==> config.mk <==
export PLATFORM = sky130hd
export DESIGN_NAME = pending_encoder
export DESIGN_NICKNAME = d
export VERILOG_FILES = /design/src/rtl/pending_encoder_pkg.sv /design/src/rtl/pending_encoder_prio_encoder.sv /design/src/rtl/pending_encoder.sv
export SDC_FILE = /design/constraint.sdc
export NUM_CORES = 1
export LEC_CHECK = 0
export BUFFER_PORTS_ARGS = -buffer_cell sky130_fd_sc_hd__buf_2
export CELL_PAD_IN_SITES_DETAIL_PLACEMENT = 2
export CELL_PAD_IN_SITES_GLOBAL_PLACEMENT = 2
export CORE_MARGIN = 2
export CORE_UTILIZATION = 24
export CTS_CLUSTER_SIZE = 40
export DETAILED_ROUTE_END_ITERATION = 8
export GPL_TIMING_DRIVEN = 0
export PLACE_DENSITY = 0.67
export RECOVER_POWER = 50
export SYNTH_ARGS = -nofsm -noshare
export SYNTH_HDL_FRONTEND = slang
export SYNTH_SLANG_ARGS = --single-unit
==> constraint.sdc <==
create_clock -name clk -period 1.8 [get_ports clk]
set_clock_uncertainty 0.15 [all_clocks]
set_input_delay 0 -clock clk [delete_from_list [all_inputs] [get_ports clk]]
set_output_delay 0 -clock clk [all_outputs]
set_load 0.02 [all_outputs]
==> src/rtl/pending_encoder_pkg.sv <==
// Shared definitions for the pending event encoder.
//   DEFAULT_N / DEFAULT_W : default request width and encoded index width
//   slot_state_t          : occupancy of the single-entry output slot
package pending_encoder_pkg;

  localparam int unsigned DEFAULT_N = 8;
  localparam int unsigned DEFAULT_W = $clog2(DEFAULT_N);

  typedef enum logic {
    SLOT_EMPTY = 1'b0,
    SLOT_FULL  = 1'b1
  } slot_state_t;

endpackage

==> src/rtl/pending_encoder_prio_encoder.sv <==
// Combinational lowest-set-bit encoder.
//   vec_i : N-bit input vector
//   idx_o : index of the lowest set bit of vec_i (0 when vec_i is zero)
//   any_o : high when any bit of vec_i is set
module prio_encoder #(
  parameter int unsigned N = 8,
  parameter int unsigned W = $clog2(N)
) (
  input  logic [N-1:0] vec_i,
  output logic [W-1:0] idx_o,
  output logic         any_o
);

  // Scan from the top down so the last hit is the lowest set bit.
  always_comb begin
    idx_o = '0;
    for (int unsigned i = N; i > 0; i--) begin
      if (vec_i[i-1]) idx_o = W'(i - 1);
    end
  end

  assign any_o = |vec_i;

endmodule

==> src/rtl/pending_encoder.sv <==
// Sequential N:log2(N) priority encoder with a sticky pending register.
//   clk       : rising-edge clock
//   reset_n   : asynchronous active-low reset
//   req       : event pulses, bit i marks event i pending
//   clr_all   : synchronous clear of pending bits, output slot and overflow
//   out_ready : consumer accepts out_idx this cycle
//   out_valid : out_idx holds a valid encoded event
//   out_idx   : binary index of the event in the output slot
//   pending   : pending events not yet moved into the slot
//   overflow  : sticky, an event arrived while its bit was already pending
module pending_encoder
  import pending_encoder_pkg::*;
#(
  parameter int unsigned N = DEFAULT_N,
  parameter int unsigned W = $clog2(N)
) (
  input  logic         clk,
  input  logic         reset_n,
  input  logic [N-1:0] req,
  input  logic         clr_all,
  input  logic         out_ready,
  output logic         out_valid,
  output logic [W-1:0] out_idx,
  output logic [N-1:0] pending,
  output logic         overflow
);

  slot_state_t  slot_q, slot_d;
  logic [N-1:0] pending_q, pending_d;
  logic [W-1:0] out_idx_q, out_idx_d;
  logic         out_valid_q, out_valid_d;
  logic         overflow_q, overflow_d;

  logic [W-1:0] lo_idx;
  logic         lo_any;
  logic         handshake;
  logic         load;
  logic [N-1:0] load_mask;

  prio_encoder #(
    .N (N),
    .W (W)
  ) u_prio (
    .vec_i (pending_q),
    .idx_o (lo_idx),
    .any_o (lo_any)
  );

  assign handshake = out_valid_q & out_ready;
  assign load      = ((slot_q == SLOT_EMPTY) | handshake) & lo_any;
  assign load_mask = load ? (N'(1) << lo_idx) : '0;

  always_comb begin
    slot_d      = slot_q;
    out_valid_d = out_valid_q;
    out_idx_d   = out_idx_q;
    // The loaded bit leaves pending; a same-cycle req on that bit re-arms it.
    pending_d   = (pending_q & ~load_mask) | req;
    overflow_d  = overflow_q | (|(req & pending_q & ~load_mask));

    if (load) begin
      slot_d      = SLOT_FULL;
      out_valid_d = 1'b1;
      out_idx_d   = lo_idx;
    end else if (handshake) begin
      slot_d      = SLOT_EMPTY;
      out_valid_d = 1'b0;
    end

    if (clr_all) begin
      slot_d      = SLOT_EMPTY;
      out_valid_d = 1'b0;
      pending_d   = '0;
      overflow_d  = 1'b0;
    end
  end

  always_ff @(posedge clk or negedge reset_n) begin
    if (!reset_n) begin
      slot_q      <= SLOT_EMPTY;
      out_valid_q <= 1'b0;
      out_idx_q   <= '0;
      pending_q   <= '0;
      overflow_q  <= 1'b0;
    end else begin
      slot_q      <= slot_d;
      out_valid_q <= out_valid_d;
      out_idx_q   <= out_idx_d;
      pending_q   <= pending_d;
      overflow_q  <= overflow_d;
    end
  end

  assign out_valid = out_valid_q;
  assign out_idx   = out_idx_q;
  assign pending   = pending_q;
  assign overflow  = overflow_q;

endmodule

==> reports/results.tsv, run 1 <==
metric	value	unit
clkPwrFrac	0.240	
htree_num_levels	1	
p_leak	0.508	nW
worstSkewPairLatency	280	ps
drt_iter0_drc	5	
cp.arrival	1880	ps
max-clock-path-buffers	2	
core_area	2780	µm²
clock.fmax	0.540	GHz
status	finished, violations left	
dpl.hpwl	1640	µm
syn_area	712	µm²
vias	817	
ys.flop_type	dfrtp_1	
tns	-111	ps
crit_start	pending[1]	
totalWireLength	2590	µm
yosysWarnings	0	
finalHoldViolations	0	
pwr-share-seq	0.437	
yosysMostFrequentCell	dfrtp_1	
cts.sinks	13	
synth_common_cells	dfrtp_1, nor2_1, a21oi_1	
combPwrFrac	0.323	
placed_cell_area	872	µm²
crit_path_cell_trace	or4_4, nor2_4, buf_4, buf_6, o21ai_2, a21oi_2, nor2_1	
internal_power	0.527	mW
antenna_left	0	
worstSetupEndpointType	flop	
r2r_end	pending[5]	
r2r_slack	-50	ps
crit_path_end	pending[5]	
synth_top_area_frac	0.457	
ys_seq_area_frac	0.457	
r2r-start	pending[1]	
grt_pass1_wl	4140	µm
rsz0062_at_grt	true	
drc_errors	0	
min_path_type	in2reg	
worstPathRequired	1830	ps
power.density	706	nW/µm²
worst_slack	-52.3	ps
r2r_cells	7	
cts_buffers	3	
wire_per_inst	16.0	µm
syn_avg_cell_area	9.01	µm²
area_growth	59.6	%
drive_above_1_share	0.366	
violations	setup timing	
die-height	58.5	µm
die_width	58.5	µm
slew_headroom	0.571	
async_reset_ff_frac	1.00	
crit_path_top_delay_cell	or4_4	
tritoncts	built	
globalplace.congestion	0.747	
die-area	3420	µm²
port_buffers	23	
drv_cap	0	
crit_path_start_kind	flop	
p_switching	0.275	mW
syn-num-nets	91	
synth_edf_count	0	
synth.area.top_cells	dfrtp_1, a21oi_1, nor2_1	
fin_nets	144	
setup_viol_count_final	3	
fin_cells	162	
dr.pass1.iters	4	
cp_max_fo	4	
peakVddDrop	0.402	mV
drv_slew	0	
crit_type	reg2reg	
finalCriticalPeriod	1850	ps
min_period_over_period	1.03	
num_antenna_cells	0	
syn_inst	79	
ys_ff_latch	13	
power	0.802	mW
vias_per_cell	5.04	
grt.total_usage	0.163	
grt_pass1_vias	849	
synth_top_area_cell	dfrtp_1	
design_area	1140	µm²
io_pins	25	
gr-total-overflow	0	
start_util	0.256	
dp.cells	133	
antenna_found_initial	0	
grt_max_degree	14	
rows	19	
max_slew.worst_pin.slew	641	ps
swShare	0.343	
clkTransAtPathRegs	90	ps
ctsRootBufferMaster	clkbuf_4	
slowest_delay	540	ps
synth_cell_types	29	
[per-layer routing]
metal  vias up  part of all wire  GRT usage
met5         -                 0          0
met4         0             0.018     0.0399
met3         4             0.033     0.0484
met2        20              0.49      0.273
met1       407              0.46      0.206
li1        386                 -          -
[how the worst min path moves through the flow]
stage	start	end	slack, ps	cells past startpoint
6_report	req[5]	overflow	150	5
5_1_grt	req[5]	overflow	220	5
4_1_cts	req[5]	overflow	130	5
3_5_place_dp	reset_n	pending[5]	-230	1
3_3_place_gp	reset_n	pending[5]	-240	1
2_1_floorplan	reset_n	out_idx[0]	-450	0
[power groups by stage]
stage / logic (mW) / registers (mW) / clock network (mW)
after floorplan: 0.0964 / 0.385 / 0
after global placement: 0.199 / 0.354 / 0
after detailed placement: 0.204 / 0.355 / 0
after CTS: 0.251 / 0.349 / 0.203
after global routing: 0.284 / 0.357 / 0.213
final: 0.259 / 0.351 / 0.192
[cells by family (layout without fill, tap and decap cells)]
logic type | after synthesis | count (layout) | share of synthesized area
simple gates | 28 | 28 | 0.221
buf+inv | 8 | 60 | 0.0457
compound gates | 28 | 28 | 0.244
mux | 2 | 2 | 0.0316
flops | 13 | 13 | 0.457
[critical path, delay by kind of cell, from the launching register on]
family                 cells  cell delay, ps
flip-flops                 1             440
AND/OR/NAND/NOR            3             730
buffers and inverters      2             200
AO/OA/AOI/OAI              2             210
[layout make-up]
| cell class | instances | area, µm² |
|---|---|---|
| fillers | 316 | 1650 |
| multi-input cells | 58 | 370 |
| repair buffers | 49 | 343 |
| flip-flops and latches | 13 | 330 |
| well taps | 31 | 38.8 |
| clock buffers | 4 | 26.3 |
| inverters | 5 | 18.8 |
| plain buffers | 2 | 8.76 |
[metrics by stage]
stage | util | worst slack [ps] | hold slack [ps]
CTS | 0.399 | -67.6 | 132
global placement | 0.314 | -109 | -240
detailed placement | 0.314 | -114 | -230
finish | 0.408 | -52.3 | 149
global route | 0.408 | -143 | 224
floorplan | - | -45.3 | -446
[sequential cells by signal, summed over array words and instances, names as in the netlist]
name	count
pending	8
out_idx	3
out_valid	1
overflow	1
[placed cells by master (no fill, tap or decap), drive strengths merged]
master and instances:
and2 1, nor4 1, nor2b 1, inv 5, clkbuf 11, mux2 2, a21boi 2, nand4 1
nor2 14, nand2b 4, o22ai 1, nor3 1, a22oi 1, or2 1, a21oi 11, a31o 1
or4 1, a31oi 3, nand2 2, nor4b 1, o211ai 1, o311a 1, dfrtp 13, buf 29
a221oi 1, dlygate4sd3 15, o21ai 6
[repair_timing]
| action | CTS | global route |
|---|---|---|
| buffers inserted | 9 | 2 |
| gates resized for setup | 1 | 5 |
| pin swaps | 5 | 4 |
| hold buffers | 15 | 0 |
| endpoints found under the setup margin | 1 | 7 |
| hold endpoints to repair | 23 | 0 |
Power figures use the tool's default switching activity.
==> run 2: changes to the inputs <==
==> constraint.sdc (replaced) <==
create_clock -name clk -period 1.8 [get_ports clk]
set_clock_uncertainty 0.15 [all_clocks]
set_input_delay 0.18 -clock clk [delete_from_list [all_inputs] [get_ports clk]]
set_output_delay 0.18 -clock clk [all_outputs]
set_load 0.02 [all_outputs]
==> run 2 against run 1 <==
  * The run ends with hold timing, setup timing left
  * Largest cell class unchanged
  * Maximum frequency down 2.4%
  * Sequential share of layout area increased by 0.61 points
  * Highest routed layer unchanged
  * Wire length up 1.4%
  * Die area unchanged
  * Combinational power grew 3%
  * Utilization down 0.54 points
  * Hold slack got worse by 150 ps
  * Power grew 1.1%
  * First-iteration DRC count grew 40%
  * Non-clock buffer count decreased by 1
==> reports/results.tsv, run 2 (synthesis gave the netlist of run 1 again) <==
metric	value	unit	change
crit_path_cell_trace	or4_4, nor2_4, o22ai_2, nor4b_2, a31oi_1		
num_antenna_cells	0		unchanged
grt_pass1_vias	783		-7.8%
core_area	2780	µm²	unchanged
dr.pass1.iters	4		unchanged
gr-total-overflow	0		unchanged
crit_start	pending[1]		
max-clock-path-buffers	2		unchanged
wire_per_inst	16.3	µm	+2.0%
drv_slew	0		unchanged
peakVddDrop	0.408	mV	+1.5%
slowest_delay	550	ps	about the same
finalHoldViolations	1		+1
final_cell_mix	buf_2, buf_4, a21oi_1, nor2_1		
globalplace.congestion	0.747		unchanged
worstSetupEndpointType	flop		
antenna_left	0		unchanged
clock.fmax	0.527	GHz	-2.4%
slew_headroom	0.495		-0.0762
drv_cap	0		unchanged
io_pins	25		unchanged
vias	797		-2.4%
crit_type	reg2reg		
cp.arrival	1900	ps	+20 ps
max_slew.worst_pin.slew	757	ps	+116 ps
vias_per_cell	4.95		-1.8%
status	finished, violations left		
die-area	3420	µm²	unchanged
dpl.hpwl	1640	µm	unchanged
min_path_type	in2reg		
area_growth	57.5	%	
totalWireLength	2630	µm	+1.4%
worstPathRequired	1800	ps	-30 ps
violations	hold timing, setup timing		
clkTransAtPathRegs	90	ps	about the same
power.density	724	nW/µm²	+2.5%
rows	19		unchanged
drt_iter0_drc	7		+2
finalCriticalPeriod	1900	ps	+45.4 ps
final_common_cell	buf_2		
whs	-1.35	ps	-151 ps
grt.total_usage	0.150		-0.0129
p_leak	0.514	nW	+1.2%
ctsRootBufferMaster	clkbuf_4		
htree_num_levels	1		unchanged
fillers	321		+1.6%
antenna_found_initial	0		unchanged
drc_errors	0		unchanged
port_buffers	23		unchanged
crit_path_top_delay_cell	or4_4		
place_ws	-114	ps	unchanged
hp-start	req[2]		
drive_above_1_share	0.454		+0.0874
min_period_over_period	1.05		+0.0252
die_width	58.5	µm	unchanged
r2r-start	pending[1]		
largest_reg_flops	8		unchanged
fin_nets	143		-0.69%
crit_path_start_kind	flop		
cts_buffers	3		unchanged
start_util	0.256		unchanged
grt_max_degree	14		unchanged
cts.sinks	13		unchanged
setup_viol_count_final	1		-2
rsz0062_at_grt	true		
worst_slack	-97.7	ps	-45.4 ps
grt_pass1_wl	3840	µm	-7.3%
worstSkewPairLatency	280	ps	about the same
tritoncts	built		
cp_max_fo	4		unchanged
die-height	58.5	µm	unchanged
## run 2: cell types whose count changed in the layout (fill, tap and decap cells not counted), sizes merged
cell,delta
clkbuf,-2
buf,+9
dlygate4sd3,-8
## run 2: critical path: cells and delay by family (launching register included)
kind / cells / cell delay (ps)
and+or+nand+nor: 3 / 960
AOI/OAI and AO/OA: 2 / 200
DFF: 1 / 450
## run 2: area by class of cell
type / instances / area, µm² / share of cell area
Buffer: 2 / 8.76 / 0.00781
Timing Repair Buffer: 48 / 314 / 0.280
Tap cell: 31 / 38.8 / 0.0346
Sequential cell: 13 / 333 / 0.297
Inverter: 5 / 18.8 / 0.0167
Clock buffer: 4 / 26.3 / 0.0234
Multi-Input combinational cell: 58 / 382 / 0.340
## run 2: worst paths after layout
check	endpoint	slack [ps]	cells past startpoint
max in group asynchronous	pending[1]	660	2
min	pending[2]	-1	3
min in group asynchronous	pending[5]	320	2
max reg2reg	overflow	-100	5
max	overflow	-100	5
min reg2reg	out_idx[0]	370	1
## run 2: power by group
group / internal [mW] / leakage [nW] / switching (mW)
combinational: 0.124 / 0.344 / 0.142
sequential: 0.321 / 0.155 / 0.0312
clock: 0.0861 / 0.0150 / 0.106
total: 0.531 / 0.514 / 0.280
## run 2: per-layer routing
layer / GRT usage / share of wire / vias up
li1: - / - / 383
met2: 0.257 / 0.51 / 16
met5: 0 / 0 / -
met3: 0.0462 / 0.035 / 2
met4: 0.0199 / 0.0050 / 0
met1: 0.191 / 0.45 / 396
## run 2: through the flow
step           instances  cell area [µm²]  setup TNS (ps)  utilization  power [mW]
2_1_floorplan         79              718           -45.3            -       0.481
3_3_place_gp         133              872            -109        0.314       0.553
3_5_place_dp         133              872            -114        0.314       0.559
4_1_cts              152             1030           -95.8        0.370       0.790
5_1_grt              161             1120            -402        0.403       0.868
6_report             161             1120           -97.7        0.403       0.811
## run 2: timing repair
| item | CTS | global route |
|---|---|---|
| buffers inserted | 9 | 9 |
| pin swaps | 5 | 7 |
| hold buffers | 7 | 0 |
| endpoints found under the hold margin | 19 | 0 |
| resized for setup | 1 | 8 |
| endpoints found under the setup margin | 1 | 6 |
==> run 3: changes to the inputs <==
--- a/config.mk
+++ b/config.mk
@@ -6,14 +6,15 @@
 export NUM_CORES = 1
 export LEC_CHECK = 0
 export BUFFER_PORTS_ARGS = -buffer_cell sky130_fd_sc_hd__buf_2
-export CELL_PAD_IN_SITES_DETAIL_PLACEMENT = 2
-export CELL_PAD_IN_SITES_GLOBAL_PLACEMENT = 2
+export CELL_PAD_IN_SITES_DETAIL_PLACEMENT = 1
+export CELL_PAD_IN_SITES_GLOBAL_PLACEMENT = 1
 export CORE_MARGIN = 2
-export CORE_UTILIZATION = 24
+export CORE_UTILIZATION = 31
+export CTS_BUF_LIST = sky130_fd_sc_hd__clkbuf_4 sky130_fd_sc_hd__clkbuf_8 sky130_fd_sc_hd__clkbuf_16
 export CTS_CLUSTER_SIZE = 40
 export DETAILED_ROUTE_END_ITERATION = 8
 export GPL_TIMING_DRIVEN = 0
-export PLACE_DENSITY = 0.67
+export PLACE_DENSITY = 0.68
 export RECOVER_POWER = 50
 export SYNTH_ARGS = -nofsm -noshare
 export SYNTH_HDL_FRONTEND = slang
==> run 3 against run 2 <==
  * The run ends with setup timing left
  * Critical path depth unchanged
  * Non-clock buffer count down 10
  * Final area down 6.9%
  * Sequential share of layout area up 2.2 points
  * Register-to-register slack better by 50 ps
  * Largest power group unchanged
==> reports/results.tsv, run 3 (synthesis gave the netlist of run 1 again) <==
metric	value	unit	change
status	finished, violations left		
violations	setup timing		
fin_nets	133		-7.0%
crit_path_cell_trace	or4_4, nor2_4, o22ai_2, nor4b_2, a31oi_1		
place_ws	-105	ps	+9.19 ps
worstSetupEndpointType	flop		
rows	17		-2
path_buf_inv	0		unchanged
drc_errors	0		unchanged
rsz0062_at_grt	true		
port_buffers	23		unchanged
whs	117	ps	+118 ps
clock.fmax	0.541	GHz	+2.6%
num_antenna_cells	0		unchanged
grt_max_degree	14		unchanged
peakVddDrop	0.471	mV	+16%
dr.pass1.iters	3		-1
cts.sinks	13		unchanged
worstSkewPairLatency	280	ps	about the same
grt.total_usage	0.176		+0.0261
drv_slew	0		unchanged
tritoncts	built		
totalWireLength	2080	µm	-21%
max-clock-path-buffers	2		unchanged
clkTransAtPathRegs	80	ps	about the same
max_slew.worst_pin.slew	720	ps	-37.2 ps
cts_buffers	3		unchanged
grt_pass1_vias	711		-9.2%
slew_headroom	0.520		+0.0248
drive_above_1_share	0.400		-0.0538
slowest_delay	560	ps	about the same
setup_viol_count_final	2		+1
crit_type	reg2reg		
globalplace.congestion	0.740		-0.95%
start_util	0.325		+0.0690
worstPathRequired	1800	ps	about the same
crit_path_top_delay_cell	or4_4		
final_common_cell	buf_2		
largest_reg_flops	8		unchanged
worst_slack	-49.3	ps	+48.5 ps
min_period_over_period	1.03		-0.0269
finalCriticalPeriod	1850	ps	-48.5 ps
wire_per_inst	14.1	µm	-14%
drt_iter0_drc	4		-3
htree_num_levels	1		unchanged
antenna_left	0		unchanged
die_width	51.9	µm	-11%
vias_per_cell	4.95		about the same
cp_max_fo	4		unchanged
min_path_type	in2reg		
vias	733		-8.0%
die-area	2700	µm²	-21%
crit_path_start_kind	flop		
ctsRootBufferMaster	clkbuf_4		
finalHoldViolations	0		-1
cp.arrival	1850	ps	-50 ps
critPathTopFamily	simple AND/OR/NAND/NOR gates		
drv_cap	0		unchanged
core_area	2190	µm²	-21%
final_cell_mix	buf_2, a21oi_1, nor2_1, dlygate4sd3_1, dfrtp_1		
io_pins	25		unchanged
grt_pass1_wl	3340	µm	-13%
fillers	273		-15%
antenna_found_initial	0		unchanged
gr-total-overflow	0		unchanged
p_leak	0.461	nW	-10%
dpl.hpwl	1440	µm	-12%
area_growth	46.6	%	
power.density	750	nW/µm²	+3.6%
die-height	51.9	µm	-11%
[run 3: worst reg2reg max path: stages, from the launching register on]
cell     delay (ps)
dfrtp_2         440
or4_4           560
nor2_4          130
o22ai_2          80
nor4b_2         250
a31oi_1         120
[run 3: power breakdown]
group / leakage (nW) / switching (mW) / internal, mW / total [mW]
clock network: 0.0184 / 0.101 / 0.101 / 0.202
logic: 0.288 / 0.125 / 0.102 / 0.226
registers: 0.155 / 0.0334 / 0.321 / 0.355
[run 3: what timing repair did]
item	4_1_cts	5_1_grt
setup endpoints to repair	1	6
gates resized for setup	1	7
pin swaps	5	3
hold endpoints to repair	21	0
cloned	0	0
setup buffers	5	1
hold buffers	9	0
[run 3: through the flow]
stage                     power [mW]  utilization  area (µm²)  std cells  TNS [ps]
after floorplan                0.481            -         718         79     -45.3
after global placement         0.549        0.396         868        130     -88.5
after detailed placement       0.555        0.396         868        130      -105
after CTS                      0.785        0.465        1020        147     -84.4
after global routing           0.836        0.476        1040        148      -246
final                          0.782        0.476        1040        148     -50.8
[run 3: layout make-up]
| cell class | count | area, µm² | area share |
|---|---|---|---|
| repair buffers | 38 | 243 | 0.233 |
| well taps | 28 | 35.0 | 0.0336 |
| plain buffers | 2 | 8.76 | 0.00839 |
| multi-input cells | 58 | 375 | 0.360 |
| clock buffers | 4 | 30.0 | 0.0288 |
| flip-flops and latches | 13 | 333 | 0.319 |
| inverters | 5 | 18.8 | 0.0180 |
[run 3: final timing paths]
kind	startpoint	endpoint	slack, ps	cells after the start
worst min register to register	out_idx[1]	out_idx[1]	360	1
worst max-delay path	pending[1]	overflow	-50	5
worst min-delay path	out_ready	out_idx[2]	120	3
worst max register to register	pending[1]	overflow	-50	5
min in group asynchronous	reset_n	pending[2]	310	2
max in group asynchronous	reset_n	pending[1]	690	2
[run 3: metal layers]
layer	routed length, µm	up-vias	share of wire	track usage
li1	-	363	-	-
met1	948	345	0.45	0.210
met2	1010	21	0.48	0.291
met3	98	4	0.047	0.0603
met4	31	0	0.015	0.0658
met5	0	-	0	0
